File: src/rtl/rv32i_instr_encoder.sv
// RV32I field-bundle encoder and program loader: encodes accepted bundles,
// buffers them in a 2-entry FIFO and writes them to consecutive imem words.
module rv32i_instr_encoder #(
    parameter int                ADDR_W    = 12,
    parameter logic [ADDR_W-1:0] BASE_ADDR = '0
) (
    input  logic              clk_i,
    input  logic              rst_ni,
    input  logic              start_i,
    input  logic              req_valid_i,
    output logic              req_ready_o,
    input  logic [2:0]        req_fmt_i,
    input  logic [6:0]        req_opcode_i,
    input  logic [2:0]        req_funct3_i,
    input  logic [6:0]        req_funct7_i,
    input  logic [4:0]        req_rd_i,
    input  logic [4:0]        req_rs1_i,
    input  logic [4:0]        req_rs2_i,
    input  logic [31:0]       req_imm_i,
    output logic              imem_we_o,
    output logic [ADDR_W-1:0] imem_addr_o,
    output logic [31:0]       imem_wdata_o,
    input  logic              imem_ready_i,
    output logic [ADDR_W:0]   count_o,
    output logic              full_o,
    output logic              err_o
);

    typedef enum logic [2:0] {
        FMT_R  = 3'd0,
        FMT_I  = 3'd1,
        FMT_S  = 3'd2,
        FMT_B  = 3'd3,
        FMT_U  = 3'd4,
        FMT_J  = 3'd5,
        FMT_X6 = 3'd6,
        FMT_X7 = 3'd7
    } fmt_e;

    localparam logic [ADDR_W:0]   CAPACITY = {1'b1, {ADDR_W{1'b0}}};
    localparam logic [ADDR_W:0]   CNT_ONE  = {{ADDR_W{1'b0}}, 1'b1};
    localparam logic [ADDR_W-1:0] ADDR_ONE = {{(ADDR_W-1){1'b0}}, 1'b1};

    // FIFO storage and pointers
    logic [31:0]       fifo_mem_q [2];
    logic [31:0]       fifo_mem_d [2];
    logic              rd_ptr_q, rd_ptr_d;
    logic              wr_ptr_q, wr_ptr_d;
    logic [1:0]        occ_q, occ_d;

    // Program bookkeeping
    logic [ADDR_W-1:0] addr_q, addr_d;
    logic [ADDR_W:0]   count_q, count_d;
    logic [ADDR_W:0]   acc_q, acc_d;
    logic              err_q, err_d;

    logic [31:0]       enc_word;
    logic              enc_ok;
    logic              fits12, fits13, fits21;
    logic              accept, push, reject, pop;
    logic              wr_idx;

    // Sign-fit: every bit above the top immediate bit equals it.
    assign fits12 = (req_imm_i[31:11] == '0) || (req_imm_i[31:11] == '1);
    assign fits13 = (req_imm_i[31:12] == '0) || (req_imm_i[31:12] == '1);
    assign fits21 = (req_imm_i[31:20] == '0) || (req_imm_i[31:20] == '1);

    always_comb begin
        enc_word = 32'd0;
        enc_ok   = 1'b0;
        case (fmt_e'(req_fmt_i))
            FMT_R: begin
                enc_word = {req_funct7_i, req_rs2_i, req_rs1_i, req_funct3_i,
                            req_rd_i, req_opcode_i};
                enc_ok   = 1'b1;
            end
            FMT_I: begin
                enc_word = {req_imm_i[11:0], req_rs1_i, req_funct3_i,
                            req_rd_i, req_opcode_i};
                enc_ok   = fits12;
            end
            FMT_S: begin
                enc_word = {req_imm_i[11:5], req_rs2_i, req_rs1_i, req_funct3_i,
                            req_imm_i[4:0], req_opcode_i};
                enc_ok   = fits12;
            end
            FMT_B: begin
                enc_word = {req_imm_i[12], req_imm_i[10:5], req_rs2_i, req_rs1_i,
                            req_funct3_i, req_imm_i[4:1], req_imm_i[11], req_opcode_i};
                enc_ok   = fits13 && !req_imm_i[0];
            end
            FMT_U: begin
                enc_word = {req_imm_i[31:12], req_rd_i, req_opcode_i};
                enc_ok   = (req_imm_i[11:0] == 12'd0);
            end
            FMT_J: begin
                enc_word = {req_imm_i[20], req_imm_i[10:1], req_imm_i[11],
                            req_imm_i[19:12], req_rd_i, req_opcode_i};
                enc_ok   = fits21 && !req_imm_i[0];
            end
            default: begin
                enc_word = 32'd0;
                enc_ok   = 1'b0;
            end
        endcase
    end

    // A restart lifts the capacity stall so the restarting bundle can enter.
    assign req_ready_o  = (occ_q != 2'd2) && (start_i || !full_o);
    assign imem_we_o    = (occ_q != 2'd0);
    assign imem_wdata_o = fifo_mem_q[rd_ptr_q];
    assign imem_addr_o  = addr_q;
    assign count_o      = count_q;
    assign full_o       = (acc_q == CAPACITY);
    assign err_o        = err_q;

    always_comb begin
        accept = req_valid_i && req_ready_o;
        push   = accept && enc_ok;
        reject = accept && !enc_ok;
        pop    = imem_we_o && imem_ready_i && !start_i;
        wr_idx = start_i ? 1'b0 : wr_ptr_q;

        fifo_mem_d = fifo_mem_q;
        if (push) begin
            fifo_mem_d[wr_idx] = enc_word;
        end

        rd_ptr_d = rd_ptr_q;
        wr_ptr_d = wr_ptr_q;
        occ_d    = occ_q;
        addr_d   = addr_q;
        count_d  = count_q;
        acc_d    = acc_q;
        err_d    = err_q;

        if (start_i) begin
            // Buffered words are abandoned; only a concurrent bundle survives.
            rd_ptr_d = 1'b0;
            wr_ptr_d = push;
            occ_d    = {1'b0, push};
            addr_d   = BASE_ADDR;
            count_d  = '0;
            acc_d    = push ? CNT_ONE : '0;
            err_d    = reject;
        end else begin
            if (push) begin
                wr_ptr_d = ~wr_ptr_q;
                acc_d    = acc_q + CNT_ONE;
            end
            if (pop) begin
                rd_ptr_d = ~rd_ptr_q;
                addr_d   = addr_q + ADDR_ONE;
                count_d  = count_q + CNT_ONE;
            end
            occ_d = occ_q + {1'b0, push} - {1'b0, pop};
            if (reject) begin
                err_d = 1'b1;
            end
        end
    end

    always_ff @(posedge clk_i) begin
        if (!rst_ni) begin
            rd_ptr_q <= 1'b0;
            wr_ptr_q <= 1'b0;
            occ_q    <= 2'd0;
            addr_q   <= BASE_ADDR;
            count_q  <= '0;
            acc_q    <= '0;
            err_q    <= 1'b0;
        end else begin
            rd_ptr_q <= rd_ptr_d;
            wr_ptr_q <= wr_ptr_d;
            occ_q    <= occ_d;
            addr_q   <= addr_d;
            count_q  <= count_d;
            acc_q    <= acc_d;
            err_q    <= err_d;
        end
    end

    // Storage needs no reset: occupancy alone decides what is valid.
    always_ff @(posedge clk_i) begin
        fifo_mem_q <= fifo_mem_d;
    end

endmodule

File: config.mk
export PLATFORM = sky130hd
export DESIGN_NAME = rv32i_instr_encoder
export DESIGN_NICKNAME = d
export VERILOG_FILES = /design/src/rtl/rv32i_instr_encoder.sv
export SDC_FILE = /design/constraint.sdc
export NUM_CORES = 1
export LEC_CHECK = 0
export ABC_AREA = 1
export CAP_MARGIN = 0
export CORE_MARGIN = 2
export CORE_UTILIZATION = 40
export CTS_BUF_LIST = sky130_fd_sc_hd__clkbuf_16
export DETAILED_ROUTE_END_ITERATION = 8
export PLACE_DENSITY = 0.7
export SYNTH_ARGS = -nofsm -noshare
export SYNTH_HDL_FRONTEND = slang
export SYNTH_SLANG_ARGS = --single-unit
File: constraint.sdc
create_clock -name clk_i -period 2.9 [get_ports clk_i]
set_input_delay 0.58 -clock clk_i [delete_from_list [all_inputs] [get_ports clk_i]]
set_output_delay 0.58 -clock clk_i [all_outputs]
set_load 0.1 [all_outputs]
# Word level (Yosys, flattened, before mapping)

Index checks and enable logic that the tools add are counted.

Register bits: 107
Bits in latches: 0
RAM bits: 0
Memory bits (read-only): 0
Input port bits: 72
Word-level logic and storage cells: 77
Memories: 0

Add/subtract/negate cells: 5
$mul: 0
Divide/modulo/power cells: 0
$lt $le $gt $ge: 3
Equal/unequal tests: 10
Shift operators: 0
Mux-type cells: 17
Bitwise operators: 5
Reductions and logical operators: 27

Operators with widths:

| kind                  | number |
|---|---|
| $pmux 32 s6           | 1 |
| $mux 32               | 4 |
| $bwmux 64             | 1 |
| $demux 32 s1          | 1 |
| $add 13x1->13 const B | 2 |
| $mux 13               | 2 |
| $logic_not 12->1      | 2 |
| $eq 21x21->1 const B  | 1 |
| $logic_not 21->1      | 1 |
| $eq 20x20->1 const B  | 1 |
| $logic_not 20->1      | 1 |
| $eq 13x13->1 const B  | 1 |
| $add 12x1->12 const B | 1 |
| $eq 12x12->1 const B  | 1 |
| $logic_and 1x1->1     | 9 |
| $mux 1                | 7 |
| $eq 3x2->1 const B    | 2 |
| $eq 3x3->1 const B    | 2 |
| $reduce_bool 2->1     | 3 |
| $pmux 1 s5            | 1 |
| $ge 2x2->1 const B    | 2 |
| $logic_not 1->1       | 4 |
| $logic_or 1x1->1      | 4 |
| $not 1->2             | 2 |
| other kinds (8)       | 11 |

# Longest topological paths before layout

Word-level depth: 9
Gate-level depth with buffers: 16
Gate-level depth less buffers: 16

# Worst setup path before layout

Ideal clock, no wire load.

Path type: reg-to-output
Start: register acc_q[0]
End: output port full_o
Arrival time: 2.695 ns
Path slack: -0.375 ns
Cell stages (with the launch flop): 5
Cell sequence: dfxtp_1 inv_1 ha_1 nand4_1 nor3_1

Longest elaborated chain between the ends: 1

RTL lines:

| item                   | RTL line | RTL |
|---|---|---|
| from (decl)            | 54       | `logic [ADDR_W:0] acc_q, acc_d;` |
| from (signal assigned) | 170      | `acc_q <= '0;` |
| from (signal assigned) | 178      | `acc_q <= acc_d;` |
| $eq 13x13->1           | 114      | `assign full_o = (acc_q == CAPACITY);` |
| to (decl)              | 25       | `output logic full_o,` |

No other way between the ends.

# Worst setup path in the final report

Start: input port req_fmt_i[0]
End: register occ_q[1]

Longest elaborated chain between the ends: 6
Elaborated cells between the ends (all ways): 11
Those cells by class: add/sub: 2; eq/ne: 5; mux: 1; reduce/logical: 3

RTL lines:

| item                                            | RTL line | RTL |
|---|---|---|
| from (decl)                                     | 12       | `input logic [2:0] req_fmt_i,` |
| $eq 3x2->1 / $eq 3x1->1 (equally long branches) | 71       | `case (fmt_e'(req_fmt_i))` |
| $reduce_or 2->1 (no line)                       | --       |  |
| $pmux 1 s5 (*)                                  | 71       |  |
| $logic_and 1x1->1 (*)                           | 119      | `push = accept && enc_ok;` |
| $add 2x1->2 (*)                                 | 156      | `occ_d = occ_q + {1'b0, push} - {1'b0, pop};` |
| $sub 2x1->2 (*)                                 | 156      |  |
| to (signal assigned)                            | 167      | `occ_q <= 2'd0;` |
| to (signal assigned)                            | 175      | `occ_q <= occ_d;` |
| to (decl)                                       | 49       | `logic [1:0] occ_q, occ_d;` |

Every way passes the cells marked *; elsewhere a longest branch is shown, timed or not.
A chain may end at the register's enable or synchronous reset.

==> impl_results.md <==
- Status: finished clean
- Worst EP required: 3.14 ns
- PD cells: 443 nW/um^2
- Die Area: 14,400 sq um
- Synth-to-Final Area Change: 40.2%
- Tot Pwr: ~3.3 mW
- WP data arrival: 2.72 ns
- Final setup viols: 0
- Tot GR Track Use: a little under a fifth
- Max stage delay cell, worst path: clkdlybuf4s50_1
- Hold path startpoint: err_o$_SDFFE_PN0P_
- Initial core utilization: between 40 and 50%
- Antenna-violating nets left: 0
- Cell area after synthesis: 5380 sq um
- Post-synth top area cell: edfxtp_1
- Mapped Nets: 761
- Pleak: 3.17 nW
- Max-cap violation count: 0
- Detailed-route wire length: approximately 13 mm
- Reg-to-reg startpoint: acc_q[0]$_SDFFE_PN0P_
- Final Cycle Share: 85.6%
- Dpl ws: 0.0394 ns
- Max stage delay on crit path: between 0.5 and 0.6 ns
- Hold Slack: 0.474 ns
- Top Family by Delay on Critical Path: buffers and inverters
- Vias in the first global route: 4,486
- Clock tree root buffer cell: clkbuf_16
- CP Max Fanout: 5
- Layout cell share with drive strength beyond 1: 15.0%
- Inserted Clock Buffers: 9
- Drt first pass iters: 5
- H-tree depth: 3
- Final Wtd Congestion: between 0.9 and 1
- Post-synth EDFFs: 64
- 1st-iter DRT viols: slightly below 400
- Global-route wire length before repair: 21.6 mm
- Post-synth top cells: nand2_1 (227), nor2_1 (94), inv_1 (76)
- Library cells used by synthesis: 37
- Post-CTS Setup Repair Bufs: 0
- Die Width: 120 um
- Fmax: 0.403 GHz
- Avg WL per Cell: 13.0 um
- Diode count: 0
- Largest net degree at the start of global routing: 33
- Setup slack after layout: between 0.4 and 0.5 ns
- DRC Markers: 0
- Clock-pin slew on the worst setup and hold paths: 0.07 ns
- Final min period: 2.48 ns
- WHS Path Cells: 2
- Unrepaired setup endpoints after global routing: no
- Crit-path cells: clkdlybuf4s50_1 -> inv_2 -> nor2_4 -> nand2_4 -> nand2_1 -> nand2_1 -> nand2_1 -> nand2_2 -> nand3_4 -> nand2_2 -> ha_1 -> inv_1 -> ha_1 -> xor2_1 -> o21ai_0 -> a21oi_1
- Final hold violation count: 0
- Top-area cell type share of the netlist area: 35.7%
- Vias per cell: 4.74
- Antenna violations before repair: 0
- Async set-reset flop share out of synthesis: 0%
- Seq cells post-synth: 107
- # IOs: 133
- Crit path capture type: register
- Die height: 120 um
- Post-CTS sizing: 0
- Fin nets: 902
- Ranking of synthesized cells by area: edfxtp_1 (36%), dfxtp_1 (16%), nand2_1 (16%), nor2_1 (6.6%), inv_1 (5.3%)
- Avg Inst Size Synth: 7.88 sq um
- Clock Latency Late Sink: 0.35 ns
- Worst-Margin Slew: 0.434 ns
- Cell Count, Final, Fillers Out: 1,005
- Hold Path End: err_o$_SDFFE_PN0P_
- Worst Path Buf+Inv: 3
- Worst reg2reg endpoint: occ_q[1]$_SDFF_PP0_
- Clock Sinks: ~110
- Synth warn: 0
- DR vias: 4,760
- Register area share after synthesis: 51.7%
- Inst Count DP: 989
- CTS tree: yes
- Worst Clk Skew: between 0.009 and 0.01 ns
- Max clock buf depth: 2
- Worst slew margin: 70.9%
- Top_reg_cell synth: edfxtp_1
- R2r worst-path depth: 14
- CTS hold repair buffers: 0
- Core area: 13,200 sq um
- Num rows: 42
- Type of origin of the critical path: primary input
- Port buffer count: 132
- Setup Crit Path Kind: in2reg
- Syn Inst Count: 683
- Gr ovfl total: 0
- Reg-to-reg slack, setup: 0.84 ns
- Worst Hold Class: reg2reg
- Most common cell in the netlist: nand2_1
- Worst IR drop on VDD: 0.262 mV
- Hpwl dp: slightly below 10 mm
- Most common cell type on the critical path: nand2_1
- Final-report max-slew violation count: 0
[worst max-delay path by stage]
| stage | from | to | slack, ns | depth (start not counted) |
|---|---|---|---|---|
| after global routing | req_fmt_i[0] | occ_q[1]$_SDFF_PP0_ | 0.27 | 16 |
| after detailed placement | req_fmt_i[0] | occ_q[1]$_SDFF_PP0_ | 0.04 | 16 |
| after CTS | req_fmt_i[0] | occ_q[1]$_SDFF_PP0_ | 0.42 | 16 |
| final | req_fmt_i[0] | occ_q[1]$_SDFF_PP0_ | 0.42 | 16 |
| after floorplan | req_fmt_i[1] | fifo_mem_q[0]$_DFFE_PP_ | -0.20 | 7 |
| after global placement | req_fmt_i[0] | occ_q[1]$_SDFF_PP0_ | 0.11 | 16 |
[power breakdown]
part           total (mW)  internal (mW)  leakage, nW  switching [mW]
registers            1.64           1.63        0.931         0.00472
clock network        1.18          0.634        0.147           0.551
logic               0.523          0.206         2.10           0.318
total                3.34           2.47         3.17           0.873
[metrics by stage]
step,cell area (sq um),TNS [ns],util (%)
2_1_floorplan,5390,-12.87,-
3_3_place_gp,7260,0,55.0
3_5_place_dp,7260,0,55.0
4_1_cts,7540,0,57.2
5_1_grt,7540,0,57.2
6_report,7540,0,57.2
[layout by cell type, fill, tap and decap left out, types with 5 or more instances in the layout]
master | netlist | routed
inv_2 | 9 | 9
o21ai_1 | 5 | 5
inv_1 | 76 | 77
ha_1 | 6 | 6
nand2_2 | 5 | 5
o21ai_0 | 18 | 18
nor2_1 | 94 | 92
dfxtp_1 | 43 | 43
nor3_1 | 7 | 6
buf_12 | 0 | 35
nand3_1 | 34 | 34
edfxtp_1 | 64 | 64
o211ai_1 | 5 | 5
nand2_1 | 227 | 227
a21oi_1 | 21 | 21
nand4_1 | 13 | 13
o221ai_1 | 5 | 5
clkbuf_16 | 0 | 10
buf_4 | 0 | 39
clkdlybuf4s50_1 | 0 | 71
[worst min-delay path, delay by kind of cell (launching register included)]
family | cells | cell delay (ns)
compound gates | 1 | 0.06
flops | 1 | 0.31
simple gates | 1 | 0.06
[per-layer routing]
layer / GRT usage, % / up-vias / wire length, um
li1: - / 2491 / -
met1: 25.1 / 2114 / 5950
met2: 30.8 / 137 / 6110
met3: 3.28 / 18 / 732
met4: 7.28 / 0 / 240
met5: 0 / - / 0
[state kept, by name, summed over array words and instances, names as in the netlist]
| name | count |
|---|---|
| err_o | 1 |
| count_o | 13 |
| occ_q | 2 |
| fifo_mem_q | 64 |
| rd_ptr_q | 1 |
| wr_ptr_q | 1 |
| imem_addr_o | 12 |
| acc_q | 13 |
[cell type report]
class,instances,area (sq um)
Timing Repair Buffer,145,1700
Sequential cell,107,2780
Tap cell,176,220
Multi-Input combinational cell,475,2230
Fill cell,1212,5650
Inverter,86,323
Clock inverter,6,38.8
Clock buffer,10,250
[kinds of logic after synthesis]
family | synth area share [%]
compound gates | 7.46
xor+xnor | 0.488
fa+ha+maj | 1.39
buf+inv | 7.32
flops | 51.7
simple gates | 31.6
Note: power is estimated with default switching activity, not from simulation.
==> edit: new RTL, same flow settings <==
Change the parameter `ADDR_W` from 12 to 14.
--- a/src/rtl/rv32i_instr_encoder.sv
+++ b/src/rtl/rv32i_instr_encoder.sv
@@ -3,3 +3,3 @@
 module rv32i_instr_encoder #(
-    parameter int                ADDR_W    = 12,
+    parameter int                ADDR_W    = 14,
     parameter logic [ADDR_W-1:0] BASE_ADDR = '0
Interface: changed (resized count_o and imem_addr_o); port bits go from 133 to 137. No check against the original RTL was run, so the function may have changed too.
==> edit against the unedited design <==
Non-clock buffer count grew 5; sequential power grew 5%; clock skew shrank 0.0025 ns; area after synthesis grew 6.3%; power grew 28%; sequential cell count grew 6; cell area grew 8.6%; wire length grew 11%; setup slack lost 0.014 ns; critical path type unchanged.
==> edit: results (changes against the unedited design) <==
** Routing
- Total number of vias :: 5217 (+9.6%)
- The final routed wire length divided by cell count is 13.6 um (+5.0%).
- First-pass iteration count of the detailed router :: 5 (unchanged)
- The count of routing violations after the opening detailed-route iteration was 401 (+0.75%).

** Final layout
- The fraction of final layout cells with drive strength greater than 1 came to 0.161 (+0.0118).
- ANT cells :: 0 (unchanged)
- The flip-flop count of the largest register, all copies and words added is 64 (unchanged).
- The fill cell total of the finished layout is 1195 (-1.4%).
- Nets :: 951 (+5.4%)
- Register bank with the most flops :: fifo_mem_q

** Global route
- Overall overflow remaining after global route :: 0 (unchanged)
- Number of global-route vias before repair :: 4826 (+7.6%)
- The overall track demand over capacity in global routing came to 0.200 (+0.0112).
- Number of antenna violations at the first check in global routing :: 0 (unchanged)
- The first-pass GRT wire length came to 23.1 mm (+7.4%).
- The maximum number of pins on one net before global-route repair was 35 (+6.1%).

** Synthesis
- Part of the Yosys area used for sequential elements :: 0.507 (-0.00964)
- The share of synthesized flip-flops with an asynchronous set or reset was 0 (unchanged).
- Post-synthesis net count :: 800 (+5.1%)
- Ranked by instance count, the synthesized netlist is headed by nand2_1, inv_1, nor2_1, edfxtp_1, dfxtp_1.
- Number of enable flip-flop cells after synthesis :: 64 (unchanged)
- By area the synthesized netlist is led by edfxtp_1, dfxtp_1, nand2_1, inv_1, nor2_1.
- The number of distinct library cell variants in the gate-level netlist after synthesis came to 40 (+8.1%).
- The number of warning messages in the yosys log was 0 (unchanged).

** CTS
- Clock Root Buffer :: clkbuf_16
- The number of buffers on the longest clock path came to 2 (unchanged).
- Clock-pin slew was measured on the worst setup and hold paths at 0.06 ns.
- The total clock buffers created by CTS came to 17 (+8).
- The quantity of gates resized following cts came to 0 (unchanged).
- H-Tree Depth :: 4 (+1)
- Clock latency on the worst-skew pair :: 0.42 ns (+0.07 ns)
- The number of setup buffers added after CTS is 0 (unchanged).

** Timing
- The remaining max-slew budget at the tightest pin came to 0.699 (-0.0101).
- The setup clock skew after layout was 0.00724 ns (-0.00253 ns).
- Least setup slack across all paths after layout :: 0.404 ns (-0.0135 ns)

** Placement
- The weighted congestion reported at the end of routability-driven placement came to 0.897 (-3.2%).
- The count of buffers from port buffering is 136 (+3.0%).
- The worst slack after detailed placement came to 0.00591 ns (-0.0335 ns).
- Post-DP HPWL :: 10.6 mm (+8.9%)
- The placed cell area was 0.00761 mm^2 (+4.8%).

** Power and ir drop
- Maximum vdd ir drop :: 0.000441 V (+68%)
- Leakage component of the power :: 3.40 nW (+7.0%)

** Critical path
- The signal arrival time at the worst endpoint came to 2.80 ns (+0.08 ns).
- The setup slack on the worst flop-to-flop path was 0.70 ns (-0.14 ns).
- Largest incremental delay on the critical path :: 0.75 ns (+0.17 ns)
- For this design, the slowest cell found on the critical path is clkdlybuf4s50_1.
- The highest net fanout along the worst path came to 8 (+3).

** Worst hold path
- Path class of the lowest-slack min-delay path :: reg -> reg

** Run status
- Outcome :: finished clean
==> edit: changes by cell type after synthesis, sizes merged, moves of 4 or more <==
cell	before	now
a21oi	23	31
dfxtp	43	49
inv	85	94
nor2	100	92
o21a	4	0
o21ai	25	32
==> edit: logic make-up (layout without fill, tap and decap cells) <==
logic type      after synthesis  in the layout  synth area share
compound gates               79             79            0.0783
fa+ha+maj                     6              6            0.0131
buf+inv                     115            279            0.0811
simple gates                403            403             0.311
xor+xnor                      6              6           0.00919
flops                       113            113             0.507
==> edit: final timing paths <==
path,start,to,cells after the start
setup / recovery,req_fmt_i[2],occ_q[1],14
hold / removal,err_o,err_o,2
setup reg to reg,acc_q[0],occ_q[1],14
hold reg to reg,err_o,err_o,2
==> edit: power breakdown <==
| part | internal, W | switching, W |
|---|---|---|
| clock network | 0.00131 | 0.000711 |
| registers | 0.00172 | 0.00000522 |
| logic | 0.000206 | 0.000323 |
| total | 0.00323 | 0.00104 |
==> edit: per-layer routing <==
metal	wire (um)	track usage	share of wire
met1	6130	0.239	0.42
met2	6950	0.334	0.48
met3	1100	0.0568	0.076
met4	330	0.0923	0.023
met5	0	0	0
==> edit: area by class of cell <==
class	count	area, um^2	area share
inverters	97	365	0.0446
well taps	180	225	0.0275
repair buffers	150	1740	0.213
multi-input cells	494	2370	0.289
clock buffers	20	500	0.0611
clock inverters	12	83.8	0.0102
flip-flops and latches	113	2900	0.354
==> edit: through the flow <==
step,hold WS (ns),power (W),cells
floorplan,0.454,0.00204,722
global placement,0.451,0.00228,1034
detailed placement,0.457,0.00228,1034
CTS,0.471,0.00431,1066
global route,0.498,0.00442,1066
finish,0.467,0.00427,1066
==> edit: critical path, delay by kind of cell <==
| family | cells | cell delay [ns] |
|---|---|---|
| buffers and inverters | 2 | 0.79 |
| AND/OR/NAND/NOR | 6 | 0.52 |
| adder cells (fa/ha/maj) | 2 | 0.46 |
| AO/OA/AOI/OAI | 3 | 0.30 |
| XOR/XNOR | 1 | 0.14 |
